File: src/rtl/mem_stage_ctrl_if.sv
`default_nettype none
// +----------------------------------------------------------------------+
// | Module   : mem_stage_ctrl_if                                         |
// | Brief    : Data-memory request/acknowledge bus for the MEM stage.    |
// | Revision : 1.0                                                       |
// +----------------------------------------------------------------------+
interface mem_stage_ctrl_if #(
   parameter int DATA_W = 32,
   parameter int ADDR_W = 32
);
   logic              dm_req;
   logic              dm_we;
   logic [ADDR_W-1:0] dm_addr;
   logic [DATA_W-1:0] dm_wdata;
   logic [DATA_W-1:0] dm_rdata;
   logic              dm_ack;

   modport master (
      output dm_req, dm_we, dm_addr, dm_wdata,
      input  dm_rdata, dm_ack
   );

   modport slave (
      input  dm_req, dm_we, dm_addr, dm_wdata,
      output dm_rdata, dm_ack
   );
endinterface
`default_nettype wire

File: src/rtl/mem_stage_ctrl.sv
`default_nettype none
// +----------------------------------------------------------------------+
// | Module   : mem_stage_ctrl                                            |
// | Brief    : MEM-stage controller: multi-cycle data-memory access with |
// |            pipeline stall, branch resolution and MEM/WB register.    |
// |            Optional access timeout enabled by macro MEM_TIMEOUT_EN.  |
// | Revision : 1.0                                                       |
// +----------------------------------------------------------------------+
module mem_stage_ctrl #(
   parameter int DATA_W      = 32,
   parameter int ADDR_W      = 32,
   parameter int TIMEOUT_CYC = 255
) (
   input  wire               clk,
   input  wire               rst,
   input  wire               mem_write,
   input  wire               mem_read,
   input  wire               branch,
   input  wire               zero,
   input  wire  [DATA_W-1:0] alu_result,
   input  wire  [DATA_W-1:0] store_data,
   input  wire  [ADDR_W-1:0] branch_target,
   mem_stage_ctrl_if.master  dm,
   output logic              stall,
   output logic              pc_src,
   output logic [ADDR_W-1:0] pc_branch,
   output logic [DATA_W-1:0] wb_alu,
   output logic [DATA_W-1:0] wb_rdata,
   output logic              wb_valid,
   output logic              mem_err
);

   typedef enum logic [1:0] {
      S_IDLE   = 2'd0,
      S_ACCESS = 2'd1,
      S_DONE   = 2'd2
   } state_t;

   state_t            r_state;
   logic              r_dm_req;
   logic              r_dm_we;
   logic [ADDR_W-1:0] r_dm_addr;
   logic [DATA_W-1:0] r_dm_wdata;
   logic [DATA_W-1:0] r_rbuf;
   logic [DATA_W-1:0] r_wb_alu;
   logic [DATA_W-1:0] r_wb_rdata;
   logic              r_wb_valid;
   logic              w_access;
   logic              w_stall;

`ifdef MEM_TIMEOUT_EN
   localparam int              c_CNT_W   = $clog2(TIMEOUT_CYC + 1);
   localparam logic [c_CNT_W-1:0] c_TO_LAST = c_CNT_W'(TIMEOUT_CYC - 1);
   logic [c_CNT_W-1:0] r_to_cnt;
   logic               r_mem_err;
`endif

   assign w_access = mem_read | mem_write;
   // Gated by reset so the pipeline is not held frozen while in reset.
   assign w_stall  = rst & (((r_state == S_IDLE) & w_access) | (r_state == S_ACCESS));

   always_ff @(posedge clk or negedge rst) begin
      if (!rst) begin
         r_state    <= S_IDLE;
         r_dm_req   <= 1'b0;
         r_dm_we    <= 1'b0;
         r_dm_addr  <= '0;
         r_dm_wdata <= '0;
         r_rbuf     <= '0;
         r_wb_alu   <= '0;
         r_wb_rdata <= '0;
         r_wb_valid <= 1'b0;
`ifdef MEM_TIMEOUT_EN
         r_to_cnt   <= '0;
         r_mem_err  <= 1'b0;
`endif
      end else begin
         case (r_state)
            S_IDLE: begin
               if (w_access) begin
                  r_dm_req   <= 1'b1;
                  r_dm_we    <= mem_write;
                  r_dm_addr  <= alu_result[ADDR_W-1:0];
                  r_dm_wdata <= store_data;
                  r_state    <= S_ACCESS;
`ifdef MEM_TIMEOUT_EN
                  r_to_cnt   <= '0;
`endif
               end
            end
            S_ACCESS: begin
               if (dm.dm_ack) begin
                  r_dm_req <= 1'b0;
                  if (!r_dm_we) begin
                     r_rbuf <= dm.dm_rdata;
                  end
                  r_state  <= S_DONE;
               end
`ifdef MEM_TIMEOUT_EN
               else if (r_to_cnt == c_TO_LAST) begin
                  r_dm_req  <= 1'b0;
                  r_rbuf    <= '0;
                  r_mem_err <= 1'b1;
                  r_to_cnt  <= r_to_cnt + 1'b1;
                  r_state   <= S_DONE;
               end else begin
                  r_to_cnt  <= r_to_cnt + 1'b1;
               end
`endif
            end
            S_DONE: begin
               r_state <= S_IDLE;
            end
            default: begin
               r_state <= S_IDLE;
            end
         endcase

         // Only the DONE cycle of a read carries load data into writeback.
         if (!w_stall) begin
            r_wb_valid <= 1'b1;
            r_wb_alu   <= alu_result;
            r_wb_rdata <= ((r_state == S_DONE) && !r_dm_we) ? r_rbuf : '0;
         end else begin
            r_wb_valid <= 1'b0;
         end
      end
   end

   assign dm.dm_req   = r_dm_req;
   assign dm.dm_we    = r_dm_we;
   assign dm.dm_addr  = r_dm_addr;
   assign dm.dm_wdata = r_dm_wdata;

   assign stall     = w_stall;
   assign pc_src    = branch & zero & ~w_stall;
   assign pc_branch = branch_target;
   assign wb_alu    = r_wb_alu;
   assign wb_rdata  = r_wb_rdata;
   assign wb_valid  = r_wb_valid;

`ifdef MEM_TIMEOUT_EN
   assign mem_err = r_mem_err;
`else
   assign mem_err = 1'b0;
`endif

endmodule
`default_nettype wire

File: src/flat_wrapper.sv
// flat-port wrapper written by rule: the top's interface ports become plain ports
module mem_stage_ctrl_flat 
#(
   parameter int DATA_W      = 32,
   parameter int ADDR_W      = 32,
   parameter int TIMEOUT_CYC = 255
)
  (clk, rst, mem_write, mem_read, branch, zero, alu_result, store_data, branch_target, stall, pc_src, pc_branch, wb_alu, wb_rdata, wb_valid, mem_err, dm_dm_req, dm_dm_we, dm_dm_addr, dm_dm_wdata, dm_dm_rdata, dm_dm_ack);
  mem_stage_ctrl_if #(.DATA_W(DATA_W), .ADDR_W(ADDR_W)) dm_i ();
  input  wire clk;
  input  wire rst;
  input  wire mem_write;
  input  wire mem_read;
  input  wire branch;
  input  wire zero;
  input  wire  [DATA_W-1:0] alu_result;
  input  wire  [DATA_W-1:0] store_data;
  input  wire  [ADDR_W-1:0] branch_target;
  output logic stall;
  output logic pc_src;
  output logic [ADDR_W-1:0] pc_branch;
  output logic [DATA_W-1:0] wb_alu;
  output logic [DATA_W-1:0] wb_rdata;
  output logic wb_valid;
  output logic mem_err;
  output wire logic [$bits(dm_i.dm_req)-1:0] dm_dm_req;
  output wire logic [$bits(dm_i.dm_we)-1:0] dm_dm_we;
  output wire logic [$bits(dm_i.dm_addr)-1:0] dm_dm_addr;
  output wire logic [$bits(dm_i.dm_wdata)-1:0] dm_dm_wdata;
  input wire logic [$bits(dm_i.dm_rdata)-1:0] dm_dm_rdata;
  input wire logic [$bits(dm_i.dm_ack)-1:0] dm_dm_ack;
  assign dm_dm_req = dm_i.dm_req;
  assign dm_dm_we = dm_i.dm_we;
  assign dm_dm_addr = dm_i.dm_addr;
  assign dm_dm_wdata = dm_i.dm_wdata;
  assign dm_i.dm_rdata = dm_dm_rdata;
  assign dm_i.dm_ack = dm_dm_ack;
  mem_stage_ctrl #(.DATA_W(DATA_W), .ADDR_W(ADDR_W), .TIMEOUT_CYC(TIMEOUT_CYC)) u_core (.clk(clk), .rst(rst), .mem_write(mem_write), .mem_read(mem_read), .branch(branch), .zero(zero), .alu_result(alu_result), .store_data(store_data), .branch_target(branch_target), .dm(dm_i), .stall(stall), .pc_src(pc_src), .pc_branch(pc_branch), .wb_alu(wb_alu), .wb_rdata(wb_rdata), .wb_valid(wb_valid), .mem_err(mem_err));
endmodule
File: config.mk
export PLATFORM = sky130hd
export DESIGN_NAME = mem_stage_ctrl_flat
export DESIGN_NICKNAME = d
export VERILOG_FILES = /design/src/rtl/mem_stage_ctrl_if.sv /design/src/rtl/mem_stage_ctrl.sv /design/src/flat_wrapper.sv
export SDC_FILE = /design/constraint.sdc
export NUM_CORES = 1
export LEC_CHECK = 0
export BUFFER_PORTS_ARGS = -buffer_cell sky130_fd_sc_hd__buf_4
export CAP_MARGIN = 20
export CORE_MARGIN = 2
export CORE_UTILIZATION = 46
export CTS_BUF_LIST = sky130_fd_sc_hd__clkbuf_16
export CTS_CLUSTER_SIZE = 12
export DETAILED_ROUTE_END_ITERATION = 7
export HOLD_SLACK_MARGIN = 0.15
export PLACE_DENSITY_LB_ADDON = 0.2
export SLEW_MARGIN = 40
export SYNTH_ARGS = -nofsm -noshare
export SYNTH_HDL_FRONTEND = slang
export SYNTH_SLANG_ARGS = --single-unit
File: constraint.sdc
create_clock -name clk -period 1.8 [get_ports clk]
set_clock_uncertainty 0.05 [all_clocks]
set_input_delay 0 -clock clk [delete_from_list [all_inputs] [get_ports clk]]
set_output_delay 0 -clock clk [all_outputs]
set_load 0.005 [all_outputs]
* Word level (Yosys, flattened, before mapping)
Index checks and enable logic that the tools add are counted.
** Cells by class
- Add/sub/neg operators :: 0
- Multiply operators :: 0
- Div/mod/pow operators :: 0
- $lt $le $gt $ge :: 0
- Equality and inequality tests :: 4
- Shifts and indexed selects :: 0
- Multiplexer cells :: 8
- Bitwise operators :: 8
- Reduce and logical (&&, ||, !) cells :: 8
** Operators by type and width (count)
- 32-bit 2-to-1 mux :: 1
- 3-bit AND reduction :: 2
- 1-bit AND :: 4
- 2-bit 2-to-1 mux :: 2
- 2-bit one-hot mux with 2 select lines :: 1
- 2-bit AND reduction :: 2
- 1-bit 2-to-1 mux :: 3
- 2-bit by 1-bit equality test with 1-bit output, second input constant :: 1
- 2-bit equality test, second input constant :: 1
- 2-bit logical NOT :: 1
- 2-bit by 1-bit != test with 1-bit output, second input constant :: 1
- 2-bit != test, second input constant :: 1
- 1-bit NOT :: 2
- 1-bit OR :: 2
- 1-bit one-hot mux with 2 select lines :: 1
- 2-bit nonzero test :: 1
- 1-bit logical AND :: 1
- 1-bit logical NOT :: 1
** Storage, ports and cells
- Register bits after elaboration :: 165
- Latch bits :: 0
- Memory bits (writable) :: 0
- ROM bits :: 0
- Input bits :: 135
- Logic and storage cells :: 37
- Memories :: 0

* Longest topological paths before layout
- Word-level depth :: 6
- Depth in mapped cells :: 6
- Gate-level depth less buffers :: 4

* Least setup slack after synthesis
OpenSTA, ideal clock, no wires.
- Kind :: register to register
- Start point :: register u_core.r_state[1]
- End point :: register u_core.r_wb_alu[14], in the netlist u_core.wb_alu[14]
- Setup time :: 0.125 ns
- Arrival :: 1.307 ns
- Setup slack :: 0.318 ns
- Stages on the path, launching flop included :: 7
- Buffers on the path :: 2
- Cell sequence :: dfrtp_1 -> nor2b_1 -> o31ai_4 -> inv_2 -> buf_6 -> buf_6 -> mux2_2
** Between the ends
- Longest elaborated chain between the ends :: 4
- Elaborated cells between the ends (all ways) :: 5
- Those cells by class :: eq/ne (1); bitwise (3); reduce/logical (1)
** Ends and longest elaborated chain
- start, declared :: line mem_stage_ctrl.sv:39 : state_t r_state;
- start signal, assigned :: line mem_stage_ctrl.sv:64 : r_state <= S_IDLE;
- start signal, assigned :: line mem_stage_ctrl.sv:85 : r_state <= S_ACCESS;
- start signal, assigned :: line mem_stage_ctrl.sv:97 : r_state <= S_DONE;
- 2-bit logical NOT :: line mem_stage_ctrl.sv:60 : assign w_stall = rst & (((r_state == S_IDLE) & w_access) | (r_state == S_ACCESS));
- 1-bit AND :: line mem_stage_ctrl.sv:60
- 1-bit OR (*) :: line mem_stage_ctrl.sv:60
- 1-bit AND (*) :: line mem_stage_ctrl.sv:60
- end signal, assigned :: line mem_stage_ctrl.sv:122 : r_wb_alu <= alu_result;
- end, declared :: line mem_stage_ctrl.sv:45 : logic [DATA_W-1:0] r_wb_alu;
Mark *: on every way between the ends. The rest lies on a longest branch, timed or not.
A chain may end at the register's enable or synchronous reset.

* Final worst setup path
- Start point :: register u_core.r_state[1]
- End point :: output stall
** Between the ends
- Longest elaborated chain between the ends :: 4
- Elaborated cells between the ends (all ways) :: 5
- Those cells by class :: eq/ne (1); bitwise (3); reduce/logical (1)
** Ends and longest elaborated chain
- 2-bit logical NOT :: line mem_stage_ctrl.sv:60
- 1-bit AND :: line mem_stage_ctrl.sv:60
- 1-bit OR (*) :: line mem_stage_ctrl.sv:60
- 1-bit AND (*) :: line mem_stage_ctrl.sv:60
- end, declared :: line flat_wrapper.sv:19 : output logic stall;
Marked as above.

==> reports/metrics.yaml <==
status:
  status: "finished clean"
route:
  drc: 0
  dr.pass1.iters: 4
  via_per_inst: 4.94
  drt_iter0_drc: 179
  wl_per_cell_um: 18.3
  drt-total-wl_um: 17000
  vias: 4586
  ant_nets: 0
setup_path:
  path_max_fanout: 24
  startpoint_type: "flop"
  cp.arrival_ps: 1620
  required_ps: 1750
  cp-end-kind: "output pin"
  r2r_setup_slack_ps: 200
  rr_startpoint: "u_core.r_state[1]"
  timing.rr.end: "u_core.wb_alu[8]"
  worstSetupPathType: "reg2out"
  r2r_cells: 5
synth:
  synth_edf_count: 0
  synth_cell_types: 21
  synth_warnings: 0
  ys_seq_area_frac: 0.649
  synth_most_common_cell: "dfrtp_1"
  synthCells: 395
  yosys.area.top_type: "dfrtp_1"
  synth_common_cells: "dfrtp_1 (165), mux2_2 (126), buf_4 (37)"
  synthesis.nets: 530
  synth_top_area_share: 0.649
  async_reset_ff_frac: 1.00
  ys_top_cells_by_area: "dfrtp_1 (65%), mux2_2 (22%), a22o_1 (4.5%), buf_4 (4.4%), buf_6 (1.2%)"
  synth-seq-cells: 165
  synth_area_um2: 6360
  synth_area_per_cell_um2: 16.1
  synthFlopType: "dfrtp_1"
clock_tree:
  cts-root-buf: "clkbuf_16"
  clock_path_buffers: 2
  clkTransAtPathRegs_ps: 60
  h-tree-depth: 4
  cts_buffers: 17
  insertion_delay_ps: 410
  clkSinkCount: 165
  postCtsSetupBuffers: 0
  cts_tree: "built"
global_route:
  grt_antenna_before_repair: 0
  overflow: 0
  grt_max_degree: 166
  grt_pass1_vias: 4965
  grt_first_pass_wirelength_um: 26100
  gr-usage-all-layers: 0.232
timing:
  rsz0062_at_grt: "false"
  fin_crit_sh: 0.929
  finalMaxSlewViolations: 0
  hold_viol: 0
  max_slew.worst_pin.slew_ps: 537
  fin_crit_ps: 1670
  setup_tns_ps: 0
  holdWs_ps: 141
  finalSetupViolations: 0
  fmax_ghz: 0.598
  maxSlewHeadroom: 0.642
cells_and_area:
  instances_no_fill: 928
  fillers: 814
  areaGrowthSynthToFinish_pct: 57.8
  antenna_cells: 0
  post-route-util: 0.752
  drive_gt1_frac: 0.533
  nNetsFinal: 874
power_and_ir_drop:
  p_comb_frac: 0.338
  switching_share: 0.276
  vdd_ir_drop_max_mv: 0.856
  leakage_nw: 4.74
  intPower_mw: 10.4
  pwr-share-clk: 0.246
  power.switching_mw: 3.95
  finalPower_mw: 14.3
  p_per_area_nw_per_um2: 1430
  p_seq_frac: 0.416
place:
  port_buffers: 235
  dp_cells: 762
  gp_congestion: 0.725
  hpwl_um: 9850
floorplanning:
  fp.dieArea_um2: 14800
  die_h_um: 122
  die_w_um: 122
  core_um2: 13300
  ios: 301
  rows: 42
  start_util: 0.476
min_path:
  hold_path_class: "in2async"
flow_run:
  drv_cap: 0
==> worst max path at each step <==
stage | from | endpoint | slack, ps
final | u_core.r_state[1] | stall | 130
after CTS | u_core.r_state[1] | stall | 50
after floorplan | u_core.r_state[1] | u_core.wb_alu[14] | 320
after global routing | u_core.r_state[1] | stall | 20
after global placement | u_core.r_state[1] | u_core.wb_alu[12] | 270
after detailed placement | u_core.r_state[1] | u_core.wb_alu[10] | 200
==> stage by stage <==
| step | worst slack, ps | instance area, um^2 |
|---|---|---|
| finish | 127 | 10000 |
| global route | 23.3 | 10000 |
| CTS | 48.6 | 10000 |
| detailed placement | 199 | 8090 |
| global placement | 267 | 8090 |
| floorplan | 318 | 6360 |
==> flip-flops by register name, indices dropped and copies added, names as in the netlist <==
register	count
u_core.wb_alu	32
u_core.dm.dm_addr	32
u_core.dm.dm_req	1
u_core.dm.dm_wdata	32
u_core.wb_rdata	32
u_core.wb_valid	1
u_core.dm.dm_we	1
u_core.r_state	2
u_core.r_rbuf	32
==> placed cells by master, fill, tap and decap left out <==
cell type,n
buf_4,237
dfrtp_1,165
dlygate4sd3_1,133
mux2_2,126
a22o_1,33
clkbuf_16,17
inv_1,5
buf_12,5
nand2_1,3
clkinv_1,3
bufinv_16,3
clkinvlp_4,3
mux2_1,2
clkinv_2,2
nor2b_1,1
o31ai_4,1
inv_2,1
and3_1,1
nor3b_2,1
nand3b_1,1
nor2_2,1
nand2b_1,1
nor2_1,1
o21ai_4,1
o21ai_0,1
conb_1,1
buf_6,1
buf_16,1
buf_8,1
==> power by group through the flow <==
| stage | Sequential (mW) | Clock (mW) | Combinational, mW |
|---|---|---|---|
| 2_1_floorplan | 5.92 | 0 | 2.24 |
| 3_3_place_gp | 5.89 | 0 | 4.45 |
| 3_5_place_dp | 5.96 | 0 | 4.55 |
| 4_1_cts | 5.91 | 3.57 | 4.82 |
| 5_1_grt | 6.13 | 3.76 | 5.19 |
| 6_report | 5.96 | 3.52 | 4.85 |
==> critical path, stage by stage (launching register included) <==
cell and delay, ps:
dfrtp_1 400, nor2b_1 210, o31ai_4 110, inv_2 140
buf_8 210, buf_4 140
==> routing by layer <==
metal / GRT usage / vias up / routed length [um]
li1: - / 2056 / -
met1: 0.276 / 2317 / 6660
met2: 0.404 / 187 / 8840
met3: 0.0641 / 26 / 1160
met4: 0.0833 / 0 / 342
met5: 0 / - / 0
==> final cells by class <==
cell class	count	area [um^2]	area share
clock inverters	15	149	0.0148
repair buffers	378	3260	0.325
well taps	176	220	0.0220
clock buffers	17	425	0.0424
multi-input cells	175	1840	0.183
flip-flops and latches	165	4130	0.412
inverters	2	7.51	0.000748
==> cells by family (layout without fill, tap and decap cells) <==
kind of cell	Yosys count	after routing	share of synthesized area
AOI/OAI and AO/OA	36	36	0.0504
muxes	128	128	0.227
and+or+nand+nor	10	10	0.00866
other	1	1	0.000590
buffers and inverters	55	412	0.0643
DFF	165	165	0.649
==> what timing repair did <==
action | CTS | global route
endpoints found under the hold margin | 330 | 0
setup endpoints to repair | 1 | 1
hold buffers | 133 | 0
resized for setup | 1 | 1
gates cloned | 0 | 0
No activity file was read; power rests on OpenSTA's default activity.
